File: src/rtl/hsv_pkg.sv
// Shared HSV/RGB definitions: sector codes, output packing orders and
// pack/unpack helpers used by the quantiser and the HSV-to-RGB converter.
package hsv_pkg;

  // Widest component supported by the helpers; callers pass their own width.
  localparam int MAXW = 12;

  typedef enum logic [2:0] {
    SECT0 = 3'd0,
    SECT1 = 3'd1,
    SECT2 = 3'd2,
    SECT3 = 3'd3,
    SECT4 = 3'd4,
    SECT5 = 3'd5
  } sector_t;

  localparam logic ORDER_RGB = 1'b0;
  localparam logic ORDER_RBG = 1'b1;

  // Pack three w-bit components, first argument in the MSBs.
  function automatic logic [3*MAXW-1:0] pack3(input logic [MAXW-1:0] hi,
                                              input logic [MAXW-1:0] mid,
                                              input logic [MAXW-1:0] lo,
                                              input int unsigned w);
    return ((3*MAXW)'(hi) << (2*w)) | ((3*MAXW)'(mid) << w) | (3*MAXW)'(lo);
  endfunction

  // Extract component idx (0 = LSBs) of a packed triple of w-bit fields.
  function automatic logic [MAXW-1:0] unpackField(input logic [3*MAXW-1:0] word,
                                                  input int unsigned w,
                                                  input int unsigned idx);
    logic [3*MAXW-1:0] mask;
    mask = ((3*MAXW)'(1) << w) - (3*MAXW)'(1);
    return MAXW'((word >> (idx*w)) & mask);
  endfunction

  // Pack an RGB pixel in either the standard or the legacy {R,B,G} order.
  function automatic logic [3*MAXW-1:0] packRgb(input logic [MAXW-1:0] r,
                                                input logic [MAXW-1:0] g,
                                                input logic [MAXW-1:0] b,
                                                input int unsigned w,
                                                input logic order);
    return (order == ORDER_RBG) ? pack3(r, b, g, w) : pack3(r, g, b, w);
  endfunction

endpackage

File: src/rtl/hsv_sector.sv
// Hue to sector/fraction split without a divider: X = H*6 via shift-add,
// the top three bits of X are the sector, the low W bits the fraction.
module hsv_sector #(
  parameter int W = 8
) (
  input  logic [W-1:0] hue,
  output logic [2:0]   sector,
  output logic [W-1:0] frac
);

  logic [W+2:0] hx6;

  // H*6 = H*4 + H*2
  assign hx6    = {1'b0, hue, 2'b00} + {2'b00, hue, 1'b0};
  assign sector = hx6[W+2:W];
  assign frac   = hx6[W-1:0];

endmodule

File: src/rtl/hsv2rgb_pipe.sv
// Four-stage pipelined HSV-to-RGB converter with valid/ready backpressure
// and a sideband tag travelling alongside each pixel.
module hsv2rgb_pipe
  import hsv_pkg::*;
#(
  parameter int W     = 8,
  parameter int TAG_W = 1,
  parameter int ORDER = 1
) (
  input  logic             clk,
  input  logic             reset,
  input  logic [3*W-1:0]   in_hsv,
  input  logic [TAG_W-1:0] in_tag,
  input  logic             in_valid,
  output logic             in_ready,
  output logic [3*W-1:0]   out_rgb,
  output logic [TAG_W-1:0] out_tag,
  output logic             out_valid,
  input  logic             out_ready
);

  localparam logic [W-1:0] MAX = '1;

  // Truncating fixed-point scale: (x*y) >> W, full 2W-bit product first.
  function automatic logic [W-1:0] scaleMul(input logic [W-1:0] x, input logic [W-1:0] y);
    logic [2*W-1:0] prod;
    prod = (2*W)'(x) * (2*W)'(y);
    return W'(prod >> W);
  endfunction

  logic stall, adv;
  assign stall    = out_valid && !out_ready;
  assign adv      = !stall;
  assign in_ready = adv;

  logic [W-1:0] hIn, sIn, vIn, fracIn;
  logic [2:0]   sectIn;
  assign hIn = W'(unpackField((3*MAXW)'(in_hsv), W, 2));
  assign sIn = W'(unpackField((3*MAXW)'(in_hsv), W, 1));
  assign vIn = W'(unpackField((3*MAXW)'(in_hsv), W, 0));

  hsv_sector #(.W(W)) uSector (
    .hue    (hIn),
    .sector (sectIn),
    .frac   (fracIn)
  );

  logic vld_p1, vld_p2, vld_p3;

  // Valid bits: cleared asynchronously, move forward whenever not stalled.
  always_ff @(posedge clk or posedge reset) begin
    if (reset) begin
      vld_p1    <= 1'b0;
      vld_p2    <= 1'b0;
      vld_p3    <= 1'b0;
      out_valid <= 1'b0;
    end else if (adv) begin
      vld_p1    <= in_valid;
      vld_p2    <= vld_p1;
      vld_p3    <= vld_p2;
      out_valid <= vld_p3;
    end
  end

  // ---- stage 1: capture S, V, tag, sector, fraction, grey flag ----
  logic [W-1:0]     s_p1, v_p1, frac_p1;
  logic [2:0]       sect_p1;
  logic             grey_p1;
  logic [TAG_W-1:0] tag_p1;

  // Stage 1 data register.
  always_ff @(posedge clk) begin
    if (adv) begin
      s_p1    <= sIn;
      v_p1    <= vIn;
      frac_p1 <= fracIn;
      sect_p1 <= sectIn;
      grey_p1 <= (sIn == '0);
      tag_p1  <= in_tag;
    end
  end

  // ---- stage 2: a = MAX-S, b = S*f, c = S*(MAX-f) ----
  logic [W-1:0]     a_p2, b_p2, c_p2, v_p2;
  logic [2:0]       sect_p2;
  logic             grey_p2;
  logic [TAG_W-1:0] tag_p2;

  // Stage 2 data register.
  always_ff @(posedge clk) begin
    if (adv) begin
      a_p2    <= MAX - s_p1;
      b_p2    <= scaleMul(s_p1, frac_p1);
      c_p2    <= scaleMul(s_p1, MAX - frac_p1);
      v_p2    <= v_p1;
      sect_p2 <= sect_p1;
      grey_p2 <= grey_p1;
      tag_p2  <= tag_p1;
    end
  end

  // ---- stage 3: P, Q, T ----
  logic [W-1:0]     p_p3, q_p3, t_p3, v_p3;
  logic [2:0]       sect_p3;
  logic             grey_p3;
  logic [TAG_W-1:0] tag_p3;

  // Stage 3 data register.
  always_ff @(posedge clk) begin
    if (adv) begin
      p_p3    <= scaleMul(v_p2, a_p2);
      q_p3    <= scaleMul(v_p2, MAX - b_p2);
      t_p3    <= scaleMul(v_p2, MAX - c_p2);
      v_p3    <= v_p2;
      sect_p3 <= sect_p2;
      grey_p3 <= grey_p2;
      tag_p3  <= tag_p2;
    end
  end

  // ---- stage 4: sector select and output packing ----
  logic [W-1:0]   rSel, gSel, bSel;
  logic [3*W-1:0] rgbSel;

  // Route V/P/Q/T to R/G/B by sector; unreachable codes give black.
  always_comb begin
    rSel = '0;
    gSel = '0;
    bSel = '0;
    if (grey_p3) begin
      rSel = v_p3; gSel = v_p3; bSel = v_p3;
    end else begin
      case (sect_p3)
        SECT0:   begin rSel = v_p3; gSel = t_p3; bSel = p_p3; end
        SECT1:   begin rSel = q_p3; gSel = v_p3; bSel = p_p3; end
        SECT2:   begin rSel = p_p3; gSel = v_p3; bSel = t_p3; end
        SECT3:   begin rSel = p_p3; gSel = q_p3; bSel = v_p3; end
        SECT4:   begin rSel = t_p3; gSel = p_p3; bSel = v_p3; end
        SECT5:   begin rSel = v_p3; gSel = p_p3; bSel = q_p3; end
        default: begin rSel = '0;   gSel = '0;   bSel = '0;   end
      endcase
    end
  end

  assign rgbSel = (3*W)'(packRgb(MAXW'(rSel), MAXW'(gSel), MAXW'(bSel), W, (ORDER != 0)));

  // Output register: cleared on reset, held while the consumer stalls.
  always_ff @(posedge clk or posedge reset) begin
    if (reset) begin
      out_rgb <= '0;
      out_tag <= '0;
    end else if (adv) begin
      out_rgb <= rgbSel;
      out_tag <= tag_p3;
    end
  end

endmodule

File: config.mk
export PLATFORM = sky130hd
export DESIGN_NAME = hsv2rgb_pipe
export DESIGN_NICKNAME = d
export VERILOG_FILES = /design/src/rtl/hsv_pkg.sv /design/src/rtl/hsv_sector.sv /design/src/rtl/hsv2rgb_pipe.sv
export SDC_FILE = /design/constraint.sdc
export NUM_CORES = 1
export LEC_CHECK = 0
export ABC_CLOCK_PERIOD_IN_PS = 12300
export BUFFER_PORTS_ARGS = -buffer_cell sky130_fd_sc_hd__buf_2
export CORE_UTILIZATION = 50
export CTS_CLUSTER_DIAMETER = 80
export DETAILED_ROUTE_END_ITERATION = 16
export PLACE_DENSITY = 0.77
export SLEW_MARGIN = 0
export SYNTH_ARGS = -nofsm -noshare
export SYNTH_HDL_FRONTEND = slang
export SYNTH_HIERARCHICAL = 1
export SYNTH_SLANG_ARGS = --single-unit
export TNS_END_PERCENT = 10
File: constraint.sdc
create_clock -name clk -period 12.3 [get_ports clk]
set_input_delay 0.615 -clock clk [delete_from_list [all_inputs] [get_ports clk]]
set_output_delay 0.615 -clock clk [all_outputs]
set_load 0.02 [all_outputs]
# Word-level counts from Yosys, hierarchy flattened
# Cells that the tools add are included.
classes:
  n_mul: 5
  muxes: 6
  bitwise: 2
  add_sub_neg: 5
  n_eq_ne: 5
  reduce_logical: 11
op_table:
  columns: ["cell", "n"]
  rows:
  - ["case mux 8 bit (4 select lines)", 3]
  - ["multiplier 8 x 8 -> 16 bit", 5]
  - ["subtractor 8 bit, first input constant", 4]
  - ["2-to-1 mux 8 bit", 3]
  - ["bitwise OR 24 x 16 -> 24 bit", 1]
  - ["bitwise OR 24 x 8 -> 24 bit", 1]
  - ["OR reduction 2 bit", 6]
  - ["adder 10 x 9 -> 11 bit", 1]
  - ["logical NOT 8 bit", 1]
  - ["== test 3 x 2 -> 1 bit, second input constant", 2]
  - ["== test 3 bit, second input constant", 2]
  - ["== test 3 x 1 -> 1 bit, second input constant", 1]
  - ["logical NOT 3 bit", 1]
  - ["logical NOT 1 bit", 2]
  - ["logical AND 1 bit", 1]
totals:
  register_bits: 132
  out_inout_bits: 27
  input_bits: 29
  elab_cells: 60

# Longest topological paths before layout
# Gate-level depths: netlist (run 1).
logic_depth:
  word_depth: 6
  depth_mapped: 18

# Cells and area by module
# Netlist (run 1), hierarchy kept.
by_module_without_submodules:
  columns: ["mod", "area_per_inst_um2", "seq_area_each_um2", "n_inst", "cells_each"]
  rows:
  - ["hsv2rgb_pipe", 14843.0, 3818.7, 1, 1492]
  - ["hsv_sector", 364.1, 0.0, 1, 45]

# Least setup slack after synthesis (run 1)
# Ideal clock, no wire load.
synth_timing:
  path_kind: "input to output"
  start: "input out_ready"
  end: "output in_ready"
  arrival_time_ps: 4135
  path_stages: 3
  path_buffers: 2
  required_ps: 11685
  path_slack_ps: 7550
  cell_sequence: "nand2b_1 clkbuf_1 clkbuf_1"
synth_via:
  elab_chain_len: 3
synth_rtl:
  columns: ["item", "line_no", "text"]
  rows:
  - ["start: declaration", "hsv2rgb_pipe.sv:19", "input logic out_ready"]
  - ["logical NOT 1 bit", "hsv2rgb_pipe.sv:32", "assign stall = out_valid && !out_ready;"]
  - ["logical AND 1 bit", "hsv2rgb_pipe.sv:32", null]
  - ["logical NOT 1 bit", "hsv2rgb_pipe.sv:33", "assign adv = !stall;"]
  - ["end: declaration", "hsv2rgb_pipe.sv:15", "output logic in_ready,"]
# No other way between the ends.

# Worst setup path in the final report (run 1)
layout_timing:
  start: "register v_p2[5]"
  end: "register q_p3[6] (data pin)"
layout_via:
  elab_chain_len: 1
layout_rtl:
  columns: ["item", "line_no", "text"]
  rows:
  - ["start: declaration", "hsv2rgb_pipe.sv:84", "logic [W-1:0] a_p2, b_p2, c_p2, v_p2;"]
  - ["start signal: assignment", "hsv2rgb_pipe.sv:95", "v_p2 <= v_p1;"]
  - ["multiplier 8 x 8 -> 16 bit", "hsv2rgb_pipe.sv:27", "prod = (2*W)'(x) * (2*W)'(y);"]
  - ["end signal: assignment", "hsv2rgb_pipe.sv:112", "q_p3 <= scaleMul(v_p2, MAX - b_p2);"]
  - ["end: declaration", "hsv2rgb_pipe.sv:103", "logic [W-1:0] p_p3, q_p3, t_p3, v_p3;"]
# No other way between the ends.
# A chain may end at the register's enable or synchronous reset.

==> run summary, run 1 <==
CP Class -> register to register
IO Count -> 56
Fin cells -> 1958
Number of global-route vias before repair -> 11262
Mapped Cells -> 1537
Mean Syn Cell Area -> 9.894 µm²
CP Cell Sequence -> nand2b_1 > fa_1 > fa_1 > inv_1 > fa_1 > inv_1 > fa_1 > inv_1 > ha_1 > inv_1 > or3_1 > o21ai_1 > a221o_1 > a21oi_1 > xnor2_1
Clk Latency, worst-skew pair -> 440 ps
Count of cell types in the netlist -> 73
Startpoint Class -> register
Initial Util -> 51.04%
Routability Congestion -> 0.9111
Antenna cells -> 0
Hold path start -> in_hsv[7]
Clock buffer count from CTS -> 17
Endpoint type of the worst setup path -> register
Status -> finished, final reports clean
First-pass GRT wire length -> 54320 µm
Hold EP -> v_p1[7]$_DFFE_PN_
Max clock buf depth -> 2
Yosys warns -> 6
Post-synth top area share -> 23.17%
Dpl cells -> 1926
HPWL Detailed -> 24540 µm
H-tree levels -> 4
Core area -> 29800 µm²
Sequential-to-total area share from yosys stat -> 25.11%
GRT overflow -> 0
Worst setup startpoint -> v_p2[5]$_DFFE_PN_
DRT iter0 DRCs -> 951
# nets final -> 1934
Slew at the pin closest to its max-slew limit -> 1089 ps
First-pass DRT Iterations -> 6
Fmax -> 200.8 MHz
Most common cell after layout, fill and taps aside -> inv_1
Crit-path max FO -> 25
Buffers on Ports -> 55
Clk_skew -> 10.54 ps
Root Driver -> clkbuf_16
HP Class -> input pin to register
Die X -> 176.4 µm
Worst EP arrival -> 5160 ps
Max_slew headroom -> 27.38%
Synthesis-to-layout area growth -> 7.677%
Pins Over Slew Limit -> 0
Cell taking the most area after synthesis -> fa_1
Drt drc -> 0
Post-CTS setup buffer count -> 0
Via count -> 10808
Period utilization -> 40.48%
Cells on Worst Hold Path -> 1
Pin count of the biggest net entering global routing -> 67
Critical Path Max Stage Delay -> 930 ps
Post-cts resize count -> 0
CTS tree -> built
Layout cells sized above 1 -> 7.526%
Row count -> 63
CP max-delay cell -> edfxtp_1
R2r setup slk -> 7320 ps
RSZ-0062 raised after global routing -> no
Asr flop ratio synth -> 21.97%
Sink Count -> 132
Routed Antenna Nets -> 0
Drt total wl -> 32070 µm
Die H -> 176.4 µm
Die ar. -> 31120 µm²
Setup Viol. Count Final -> 0
Worst r2r src -> v_p2[5]$_DFFE_PN_
Post-synth net total -> 1916
Hold Fails Final Rpt -> 0
Max-cap viol count -> 0
Most frequent cells in the layout -> 222 x inv_1, 176 x fa_1, 174 x ha_1, 111 x nor2_1, 103 x edfxtp_1
R2R depth -> 15
CTS Hold Bufs -> 0
Synth Flop Type -> edfxtp_1
Clock transition at the register clock pins on the worst setup and hold paths after CTS -> 60 ps
Synthesized area -> 15210 µm²
Top cells by area, synth -> fa_1 23%, edfxtp_1 20%, ha_1 14%
WL/cell -> 16.38 µm
Setup TNS -> 0 ps
Seq cells post-synth -> 132
GRT Total Usage -> 22.03%
CP required -> 12480 ps
Fin crit period -> 4979 ps
R2r endpoint -> q_p3[6]$_DFFE_PN_
Post-synth EDFFs -> 103
Via density per instance -> 5.520
Initial antenna violation count -> 0
==> metrics by stage <==
step / cell area [µm²] / hold WS [ps] / util [%] / worst slack [ps]
floorplan: 15210 / 400.3 / - / 7550
global placement: 15770 / 404.2 / 52.93 / 7432
detailed placement: 15770 / 405.2 / 52.93 / 7338
CTS: 16370 / 334.1 / 54.96 / 7327
global route: 16370 / 331.1 / 54.96 / 7071
finish: 16370 / 352.2 / 54.96 / 7321
==> flip-flops by register name, indices dropped and copies added, names as in the netlist, 3 cells and up <==
register and cells:
a_p2 8, c_p2 8, v_p1 8, p_p3 8, t_p3 8, sect_p2 3, q_p3 8, v_p2 8
b_p2 8, sect_p1 3, out_rgb 24, frac_p1 8, sect_p3 3, v_p3 8, s_p1 8
==> critical path, delay by kind of cell (launching register included) <==
kind / cells / cell delay [ps]
fa+ha+maj: 5 / 2340
flops: 1 / 930
simple gates: 2 / 580
compound gates: 3 / 570
buf+inv: 4 / 180
xor+xnor: 1 / 130
==> cell families (layout without fill, tap and decap cells) <==
group,count (synthesis),in the layout,synth area share (%)
flip-flops,132,132,25.11
AO/OA/AOI/OAI,234,234,10.01
XOR/XNOR,41,41,2.361
adder cells (fa/ha/maj),350,350,37.49
buffers and inverters,285,316,7.142
multiplexers,6,6,0.4360
other,1,1,0.02466
AND/OR/NAND/NOR,488,488,17.43
==> per-layer routing <==
| metal | share of wire [%] | wire length, µm | GRT usage, % |
|---|---|---|---|
| met1 | 44 | 14150 | 27.85 |
| met2 | 50 | 15990 | 38.65 |
| met3 | 4.2 | 1337 | 3.402 |
| met4 | 1.9 | 600 | 6.861 |
| met5 | 0 | 0 | 0 |
==> cell type report <==
class,count,area [µm²]
Clock buffer,20,489.2
Clock inverter,12,115.1
Fill cell,2555,13420
Inverter,224,840.8
Multi-Input combinational cell,1120,10310
Sequential cell,132,3819
Tap cell,390,488.0
Timing Repair Buffer,60,312.8
==> worst max path at each step <==
| stage | to | slack (ps) |
|---|---|---|
| detailed placement | q_p3[6]$_DFFE_PN_ | 7340 |
| global route | p_p3[7]$_DFFE_PN_ | 7070 |
| finish | q_p3[6]$_DFFE_PN_ | 7320 |
| floorplan | in_ready | 7550 |
| CTS | q_p3[6]$_DFFE_PN_ | 7330 |
| global placement | c_p2[7]$_DFFE_PN_ | 7430 |
==> cells in the mapped netlist, types with 4 or more instances <==
| master | n |
|---|---|
| nand2b_1 | 54 |
| a31oi_1 | 15 |
| nand3_1 | 19 |
| nand2_1 | 62 |
| and2_2 | 5 |
| clkbuf_1 | 48 |
| a311oi_1 | 6 |
| ha_1 | 174 |
| o21a_1 | 4 |
| o21bai_1 | 8 |
| a2bb2oi_1 | 4 |
| a21oi_2 | 4 |
| xor2_1 | 12 |
| a22oi_1 | 18 |
| inv_1 | 222 |
| dfrtp_1 | 29 |
| a21oi_1 | 85 |
| fa_1 | 176 |
| and2_1 | 95 |
| mux2_2 | 5 |
| o22ai_1 | 9 |
| o21ai_0 | 31 |
| buf_1 | 6 |
| nand4_1 | 6 |
| edfxtp_1 | 103 |
| nor2_1 | 111 |
| nand4b_1 | 4 |
| and2b_1 | 7 |
| buf_2 | 4 |
| a21o_1 | 21 |
| and3_1 | 7 |
| nor2b_1 | 98 |
| xnor2_1 | 29 |
Power of run 1 is not shown: default switching activity piles up to over one toggle a cycle in this logic, so the estimate is an artifact.
==> run 2: changes to the inputs <==
- ABC_CLOCK_PERIOD_IN_PS: 12300 -> 4700
- clock period: 12.3 -> 4.7 ns (I/O delays scaled with it)
==> run 2 against run 1 <==
Against the previous run:
- core utilization rose by 2.2 points
- highest routed layer unchanged
- die area is the same
- fmax grew 8.5%
- first-iteration DRC count fell by 0.11%
- sequential share of layout area decreased by 0.90 points
- critical endpoint is now t_p3[7]$_DFFE_PN_
==> run summary, run 2 (synthesis gave the netlist of run 1 again) <==
Status -> finished, final reports clean
Cell mode on critical path -> fa_1
Fillers -> 2507
Root Driver -> clkbuf_16
CTS tree -> built
Initial Util -> 51.04%
Worst setup margin -> 110.6 ps
Busiest grt layer -> met2
Core area -> 29800 µm²
R2r endpoint -> t_p3[7]$_DFFE_PN_
First-pass GRT wire length -> 55990 µm
GRT met2 Usage -> 40.34%
Min Hold Slack -> 26.77 ps
GRT overflow -> 0
RSZ-0062 raised after global routing -> yes
Dpl cells -> 1972
R2R depth -> 15
Most common cell after layout, fill and taps aside -> inv_1
CP required -> 4900 ps
Worst r2r src -> v_p2[5]$_DFFE_PN_
Max-cap viol count -> 0
H-tree levels -> 4
HPWL Detailed -> 25880 µm
Hold Fails Final Rpt -> 0
Place WS -> -45.49 ps
R2r setup slk -> 110 ps
GRT met1 Usage -> 28.00%
Clk Latency, worst-skew pair -> 440 ps
Sink Count -> 132
Crit-path leading delay family -> adder cells
Clock buffer count from CTS -> 17
CP max-delay cell -> edfxtp_1
Routed Antenna Nets -> 0
Die ar. -> 31120 µm²
Via count -> 11094
Synthesis-to-layout area growth -> 11.98%
Row count -> 63
Setup Viol. Count Final -> 0
Via density per instance -> 5.452
Startpoint Class -> register
Critical Path Max Stage Delay -> 580 ps
Drt drc -> 0
Buffers on Ports -> 55
Fmax -> 217.9 MHz
Max reg flops -> 24
GRT Total Usage -> 22.75%
Crit-path max FO -> 11
Drt total wl -> 33280 µm
Pin count of the biggest net entering global routing -> 65
Slew at the pin closest to its max-slew limit -> 1065 ps
Met3 Usage GRT -> 3.252%
Die H -> 176.4 µm
First-pass DRT Iterations -> 5
Worst Path Buf+Inv -> 3
Most frequent cells in the layout -> 221 x inv_1, 176 x fa_1, 174 x ha_1, 110 x nor2_1, 103 x edfxtp_1
Number of global-route vias before repair -> 11557
Routability Congestion -> 0.8978
Biggest register -> out_rgb
# nets final -> 2011
CP Class -> register to register
Max clock buf depth -> 2
IO Count -> 56
Clock transition at the register clock pins on the worst setup and hold paths after CTS -> 70 ps
Layout cells sized above 1 -> 11.19%
DRT iter0 DRCs -> 950
Fin crit period -> 4589 ps
CP Cell Sequence -> buf_4 > nor2b_1 > fa_1 > fa_1 > fa_1 > inv_1 > fa_1 > inv_1 > ha_1 > a21oi_1 > o21ai_2 > a32oi_2 > a31oi_2 > a21oi_1 > xnor2_1
Fin cells -> 2035
HP Class -> input pin to asynchronous set/reset pin
Max_slew headroom -> 28.99%
Antenna cells -> 0
Final Util -> 57.15%
Initial antenna violation count -> 0
WL/cell -> 16.35 µm
Pins Over Slew Limit -> 0
Worst EP arrival -> 4790 ps
Endpoint type of the worst setup path -> register
Die X -> 176.4 µm
Period utilization -> 97.65%
Clk_skew -> 10.39 ps
run 2: cell count changes in the layout (fill, tap and decap cells not counted), sizes merged:
cell	before	now
buf	60	119
dlygate4sd3	0	18
inv	226	232
clkinv	8	4
clkbuf	20	17
clkinvlp	1	3
bufinv	1	0
run 2: repair_timing:
action	in CTS	in global routing
resized for setup	0	13
endpoints found under the hold margin	18	0
hold buffers	18	0
endpoints found under the setup margin	2	13
buffers inserted	3	10
pin swaps	0	2
run 2: how the worst max path moves through the flow:
stage | from | to | cells after the start
6_report | v_p2[5]$_DFFE_PN_ | t_p3[7]$_DFFE_PN_ | 15
5_1_grt | v_p2[5]$_DFFE_PN_ | t_p3[7]$_DFFE_PN_ | 15
3_3_place_gp | v_p2[2]$_DFFE_PN_ | q_p3[6]$_DFFE_PN_ | 14
3_5_place_dp | v_p2[2]$_DFFE_PN_ | q_p3[6]$_DFFE_PN_ | 14
2_1_floorplan | s_p1[6]$_DFFE_PN_ | c_p2[7]$_DFFE_PN_ | 16
4_1_cts | v_p2[1]$_DFFE_PN_ | q_p3[6]$_DFFE_PN_ | 14
run 2: stage by stage:
step / TNS [ps] / area [µm²]
after floorplan: 0 / 15210
after global placement: 0 / 16140
after detailed placement: -73.89 / 16140
after CTS: 0 / 16900
after global routing: -361.9 / 17030
final: 0 / 17030
run 2: final cells by class:
type,instances,area [µm²],share of cell area [%]
Clock buffer,17,425.4,2.498
Clock inverter,15,135.1,0.7935
Inverter,224,840.8,4.938
Tap cell,390,488.0,2.866
Sequential cell,132,3819,22.42
Multi-Input combinational cell,1120,10360,60.82
Timing Repair Buffer,137,964.7,5.665
run 2: metal layers:
metal / up-vias / wire, µm
met1: 5444 / 14050
met5: - / 0
met4: 0 / 871
li1: 5256 / -
met3: 58 / 1446
met2: 336 / 16910
Power of run 2 is left out for the same reason.
